## config.mk

```make
export PLATFORM = sky130hd
export DESIGN_NAME = onehot_state_monitor
export DESIGN_NICKNAME = d
export VERILOG_FILES = /design/src/rtl/onehot_state_monitor.sv
export SDC_FILE = /design/constraint.sdc
export NUM_CORES = 1
export LEC_CHECK = 0
export CAP_MARGIN = 20
export CORE_AREA = 2 2 66 68
export CTS_BUF_LIST = sky130_fd_sc_hd__clkbuf_8
export DETAILED_ROUTE_END_ITERATION = 10
export DIE_AREA = 0 0 68 70
export GPL_ROUTABILITY_DRIVEN = 0
export GPL_TIMING_DRIVEN = 0
export PLACE_DENSITY = 0.53
export SLEW_MARGIN = 5
export SYNTH_ARGS = -nofsm -noshare
export SYNTH_HDL_FRONTEND = slang
export SYNTH_SLANG_ARGS = --single-unit
```

## constraint.sdc

```tcl
create_clock -name clk -period 5.2 [get_ports clk]
set_input_delay 1.04 -clock clk [delete_from_list [all_inputs] [get_ports clk]]
set_output_delay 1.04 -clock clk [all_outputs]
set_load 0.02 [all_outputs]
```

## src/rtl/onehot_state_monitor.sv

```systemverilog
// Checks a ring-sequenced one-hot state vector (one-hot-ness and legal successor) and keeps debug status.
// All outputs are registered with 1-cycle latency; the block never stalls the controller.
module onehot_state_monitor #(
  parameter int N          = 4,
  parameter int CNT_W      = 8,
  parameter bit ALLOW_HOLD = 1'b0
) (
  input  logic                 clk,
  input  logic                 reset,
  input  logic                 enable,
  input  logic                 clear,
  input  logic [N-1:0]         state_in,
  output logic                 err_not_onehot,
  output logic                 err_bad_trans,
  output logic                 err_sticky,
  output logic [CNT_W-1:0]     err_count,
  output logic [N-1:0]         first_err_state,
  output logic [1:0]           first_err_code,
  output logic [$clog2(N)-1:0] cur_index,
  output logic                 index_valid
);

  localparam int IW = $clog2(N);
  localparam logic [0:0] IDLE  = 1'b0;
  localparam logic [0:0] TRACK = 1'b1;
  localparam logic [N-1:0]     ONE     = N'(1);
  localparam logic [CNT_W-1:0] CNT_MAX = '1;

  logic [0:0]       fsm_q, fsm_d;
  logic [N-1:0]     prev_q, prev_d;
  logic [IW-1:0]    idx_q, idx_d;
  logic             vld_q, vld_d;
  logic             no_q, no_d;
  logic             bt_q, bt_d;
  logic             sticky_q, sticky_d;
  logic [CNT_W-1:0] cnt_q, cnt_d;
  logic [N-1:0]     fst_q, fst_d;
  logic [1:0]       fcode_q, fcode_d;

  logic          is_onehot;
  logic          legal;
  logic [N-1:0]  succ;
  logic [IW-1:0] idx_calc;

  always_comb begin
    is_onehot = (state_in != '0) && ((state_in & (state_in - ONE)) == '0);
    succ      = {prev_q[N-2:0], prev_q[N-1]};
    legal     = (state_in == succ) || (ALLOW_HOLD && (state_in == prev_q));
    idx_calc  = '0;
    for (int i = 0; i < N; i++) begin
      if (state_in[i]) idx_calc = IW'(i);
    end
  end

  always_comb begin
    fsm_d    = fsm_q;
    prev_d   = prev_q;
    idx_d    = idx_q;
    vld_d    = vld_q;
    no_d     = 1'b0;
    bt_d     = 1'b0;
    sticky_d = sticky_q;
    cnt_d    = cnt_q;
    fst_d    = fst_q;
    fcode_d  = fcode_q;

    if (!enable) begin
      fsm_d = IDLE;
    end else if (!is_onehot) begin
      no_d   = 1'b1;
      fsm_d  = IDLE;
      prev_d = '0;
      idx_d  = '0;
      vld_d  = 1'b0;
    end else begin
      bt_d   = (fsm_q == TRACK) && !legal;
      fsm_d  = TRACK;
      prev_d = state_in;
      idx_d  = idx_calc;
      vld_d  = 1'b1;
    end

    // clear wins over a same-cycle error: the pulse still fires but nothing is recorded
    if (clear) begin
      sticky_d = 1'b0;
      cnt_d    = '0;
      fst_d    = '0;
      fcode_d  = 2'b00;
    end else if (no_d || bt_d) begin
      sticky_d = 1'b1;
      if (cnt_q != CNT_MAX) cnt_d = cnt_q + CNT_W'(1);
      if (!sticky_q) begin
        fst_d   = state_in;
        fcode_d = no_d ? 2'b01 : 2'b10;
      end
    end
  end

  always_ff @(posedge clk) begin
    if (reset) begin
      fsm_q    <= IDLE;
      prev_q   <= '0;
      idx_q    <= '0;
      vld_q    <= 1'b0;
      no_q     <= 1'b0;
      bt_q     <= 1'b0;
      sticky_q <= 1'b0;
      cnt_q    <= '0;
      fst_q    <= '0;
      fcode_q  <= 2'b00;
    end else begin
      fsm_q    <= fsm_d;
      prev_q   <= prev_d;
      idx_q    <= idx_d;
      vld_q    <= vld_d;
      no_q     <= no_d;
      bt_q     <= bt_d;
      sticky_q <= sticky_d;
      cnt_q    <= cnt_d;
      fst_q    <= fst_d;
      fcode_q  <= fcode_d;
    end
  end

  assign err_not_onehot  = no_q;
  assign err_bad_trans   = bt_q;
  assign err_sticky      = sticky_q;
  assign err_count       = cnt_q;
  assign first_err_state = fst_q;
  assign first_err_code  = fcode_q;
  assign cur_index       = idx_q;
  assign index_valid     = vld_q;

endmodule

```

==> results of run 1 <==
-- final cells by class --
cell class	count	area, µm²
Buffer	7	48.80
Clock buffer	3	41.29
Clock inverter	1	7.507
Fill cell	428	2649
Inverter	2	7.507
Multi-Input combinational cell	86	584.3
Sequential cell	25	500.5
Tap cell	52	65.06
Timing Repair Buffer	24	240.2
-- sequential cells by signal (all words and copies together) (netlist names) --
name and flops:
cur_index 2, index_valid 1, err_sticky 1, first_err_code 2
fsm_q 1, prev_q 4, err_count 8, first_err_state 4
err_bad_trans 1, err_not_onehot 1
-- per-stage QoR --
| stage | utilization [%] | hold slack (ns) | total power [µW] | std cells |
|---|---|---|---|---|
| global route | 36.08 | 0.5139 | 394.2 | 200 |
| detailed placement | 34.90 | 0.4666 | 262.4 | 196 |
| finish | 36.08 | 0.4795 | 374.0 | 200 |
| CTS | 36.08 | 0.4804 | 381.2 | 200 |
| global placement | 34.90 | 0.4529 | 261.4 | 196 |
| floorplan | - | 0.4577 | 241.6 | 120 |
-- routing by layer --
layer	track usage, %	routed length, µm
met5	0	0
met4	2.000	11
met3	3.543	174
met2	19.74	1209
met1	15.66	1270
-- critical path, delay by kind of cell --
family                 cells  cell delay, ns
XOR/XNOR                   1            0.23
buffers and inverters      1            0.49
AO/OA/AOI/OAI              4            1.25
-- kinds of logic (layout without fill, tap and decap cells) --
kind of cell / after synthesis / after routing / share of synthesized area [%]
AOI/OAI and AO/OA: 25 / 25 / 18.53
xor gates and xnor gates: 8 / 8 / 6.141
adders and majority gates: 1 / 1 / 1.096
buffers and inverters: 9 / 37 / 4.934
DFF: 25 / 25 / 43.86
muxes: 7 / 7 / 6.141
and+or+nand+nor: 45 / 45 / 19.30
-- worst max path at each step --
stage,startpoint,depth (start not counted),slack [ns],endpoint
6_report,state_in[0],6,2.39,err_count[5]$_SDFFE_PP0P_
5_1_grt,state_in[0],6,2.22,err_count[5]$_SDFFE_PP0P_
4_1_cts,state_in[0],6,2.38,err_count[5]$_SDFFE_PP0P_
3_5_place_dp,state_in[0],6,2.10,err_count[5]$_SDFFE_PP0P_
3_3_place_gp,state_in[0],6,2.17,err_count[5]$_SDFFE_PP0P_
2_1_floorplan,state_in[2],7,2.75,err_count[5]$_SDFFE_PP0P_
-- power groups by stage --
| stage | registers, µW | clock network (µW) | logic, µW |
|---|---|---|---|
| 4_1_cts | 200 | 123 | 57.8 |
| 2_1_floorplan | 210 | 0 | 32.0 |
| 6_report | 200 | 117 | 57.0 |
| 3_5_place_dp | 205 | 0 | 57.5 |
| 5_1_grt | 201 | 130 | 62.5 |
| 3_3_place_gp | 205 | 0 | 56.6 |
-- placed cells by master, fill, tap and decap left out, types with 2 or more instances in the layout --
master | Yosys | final
dfxtp_1 | 25 | 25
clkdlybuf4s50_1 | 0 | 24
nor2_1 | 22 | 22
mux2i_1 | 7 | 7
nand2b_1 | 6 | 6
nand3_1 | 6 | 6
xor2_1 | 5 | 5
a21oi_1 | 5 | 5
clkbuf_1 | 4 | 4
a211oi_1 | 4 | 4
buf_6 | 3 | 3
nand2_1 | 3 | 3
xnor2_1 | 3 | 3
clkbuf_8 | 0 | 3
nor4b_1 | 2 | 2
o21ai_0 | 2 | 2
inv_1 | 2 | 2
a21oi_2 | 2 | 2
a31oi_1 | 2 | 2
==> results.py, run 1 <==
metrics = {
    "status": {
        "status": "complete, no violations",
    },
    "pwr": {
        "comb_power_share_pct": 15.2,
        "power_per_cell_area_mw_per_mm2": 250.1,
        "p_leak_uw": 0.0005374,
        "p_clk_share_pct": 31.2,
        "p_int_uw": 276.1,
        "seqPwrFrac_pct": 53.6,
        "p_switching_uw": 97.81,
        "ir_drop_v": 0.0001371,
        "swShare_pct": 26.16,
    },
    "timing": {
        "max_slew_margin_pct": 62.34,
        "slew_violations": 0,
        "finalHoldViolations": 0,
        "worst_pin_slew_ns": 0.5570,
        "rsz0062_at_grt": "no",
        "setup_violations": 0,
        "period_minus_slack_ns": 2.810,
        "setup_tns_ns": 0,
        "timing.fmax_mhz": 355.8,
        "period_share_pct": 54.04,
        "fin_ws_ns": 2.390,
        "fin_worst_skew_ns": 0.001847,
    },
    "layout": {
        "n_antenna_cell": 0,
        "fin_nets": 158,
        "area_delta_synth_final_pct": 31.03,
        "drive_above_1_share_pct": 10.14,
        "finish.instance_area_mm2": 0.001495,
    },
    "place": {
        "pre_cts_ws_ns": 2.104,
        "portBuffers": 24,
        "place_area_mm2": 0.001446,
        "dpl.hpwl_mm": 1.966,
    },
    "setup_path": {
        "reg2reg_depth": 6,
        "slowest_delay_ns": 0.62,
        "r2r_slack_ns": 3.36,
        "start_kind": "input port",
        "critical_path_class": "in -> reg",
        "arrival_ns": 3.03,
        "r2r_end": "err_count[5]$_SDFFE_PP0P_",
        "endpoint_kind": "flop",
        "cp_max_fo": 8,
        "reg2reg_from": "err_count[0]$_SDFFE_PP0P_",
        "worstPathRequired_ns": 5.42,
        "slowest_stage": "o41ai_4",
        "cp_cell_sequence": "clkdlybuf4s50_1 > xor2_1 > o41ai_4 > a21oi_2 > a211oi_1 > a31o_2",
    },
    "yosys": {
        "synth-main-ff-cell": "dfxtp_1",
        "netlist_top_cells_count": "dfxtp_1 (25), nor2_1 (22), mux2i_1 (7)",
        "synth.most_common_cell": "dfxtp_1",
        "yosysSeqAreaShare_pct": 43.86,
        "synth_top_area_share_pct": 43.86,
        "synth_seq_cells": 25,
        "syn-instance-count": 120,
        "async_flop_share_pct": 0,
        "synth_warnings": 0,
        "synth_area_leaders": "dfxtp_1 (44%), nor2_1 (7.2%), mux2i_1 (6.1%)",
        "synth_nets": 129,
        "synth_edf_count": 0,
        "yosys.area.top_type": "dfxtp_1",
        "yosysUniqueCellTypes": 34,
        "syn_area_per_cell_um2": 9.509,
        "syn_area_mm2": 0.001141,
    },
    "clock_tree": {
        "cts_buffer_depth": 2,
        "cts_tree": "built",
        "clk_latency_ns": 0.27,
        "cts-resized-gates": 0,
        "clkTransAtPathRegs_ns": 0.09,
        "cts_num_sinks": 25,
        "cts_buffers": 3,
        "cts_max_level": 1,
        "post_cts_buffers": 0,
        "ctsHoldBuffers": 0,
        "ctsRootBufferMaster": "clkbuf_8",
    },
    "routing": {
        "drcViolationCount": 0,
        "num_vias": 966,
        "routed_wl_mm": 2.666,
        "dr.pass1.iters": 4,
        "wire_per_inst_um": 13.33,
        "ant_nets": 0,
        "via_per_inst": 4.830,
        "drt_iter0_drc": 44,
    },
    "grt": {
        "grt_pass1_vias": 982,
        "grt_antenna_before_repair": 0,
        "grt_max_degree": 16,
        "grt_overflow": 0,
        "grt_usage_pct": 12.04,
        "grt_first_pass_wirelength_mm": 4.498,
    },
    "min_path": {
        "hold_end": "cur_index[0]$_SDFFE_PP0P_",
        "min_from": "cur_index[0]$_SDFFE_PP0P_",
        "hold_depth": 2,
        "hold_class": "reg -> reg",
    },
    "floorplanning": {
        "dieArea_mm2": 0.004760,
        "die_y_um": 70,
        "start_util_pct": 27.54,
        "core_area_mm2": 0.004144,
        "ios": 28,
        "rows": 24,
        "die_width_um": 68,
    },
    "flow_run": {
        "cap_violations": 0,
    },
}
(Power assumes the default switching activity.)
==> run 2, diff against run 1 <==
clock period = 2.8 ns   (was 5.2 ns; I/O delays follow)
==> results of run 2 <==
Same layout as run 1 (identical final DEF). Status: complete, no violations.
Main changes from that run: setup slack after placement 2.104 ns -> 0.1835 ns; setup slack after layout 2.390 ns -> 0.4698 ns; register-to-register setup slack 3.36 ns -> 0.96 ns; total power 374.0 µW -> 694.5 µW; worst IR drop on VDD 0.0001371 V -> 0.0002546 V
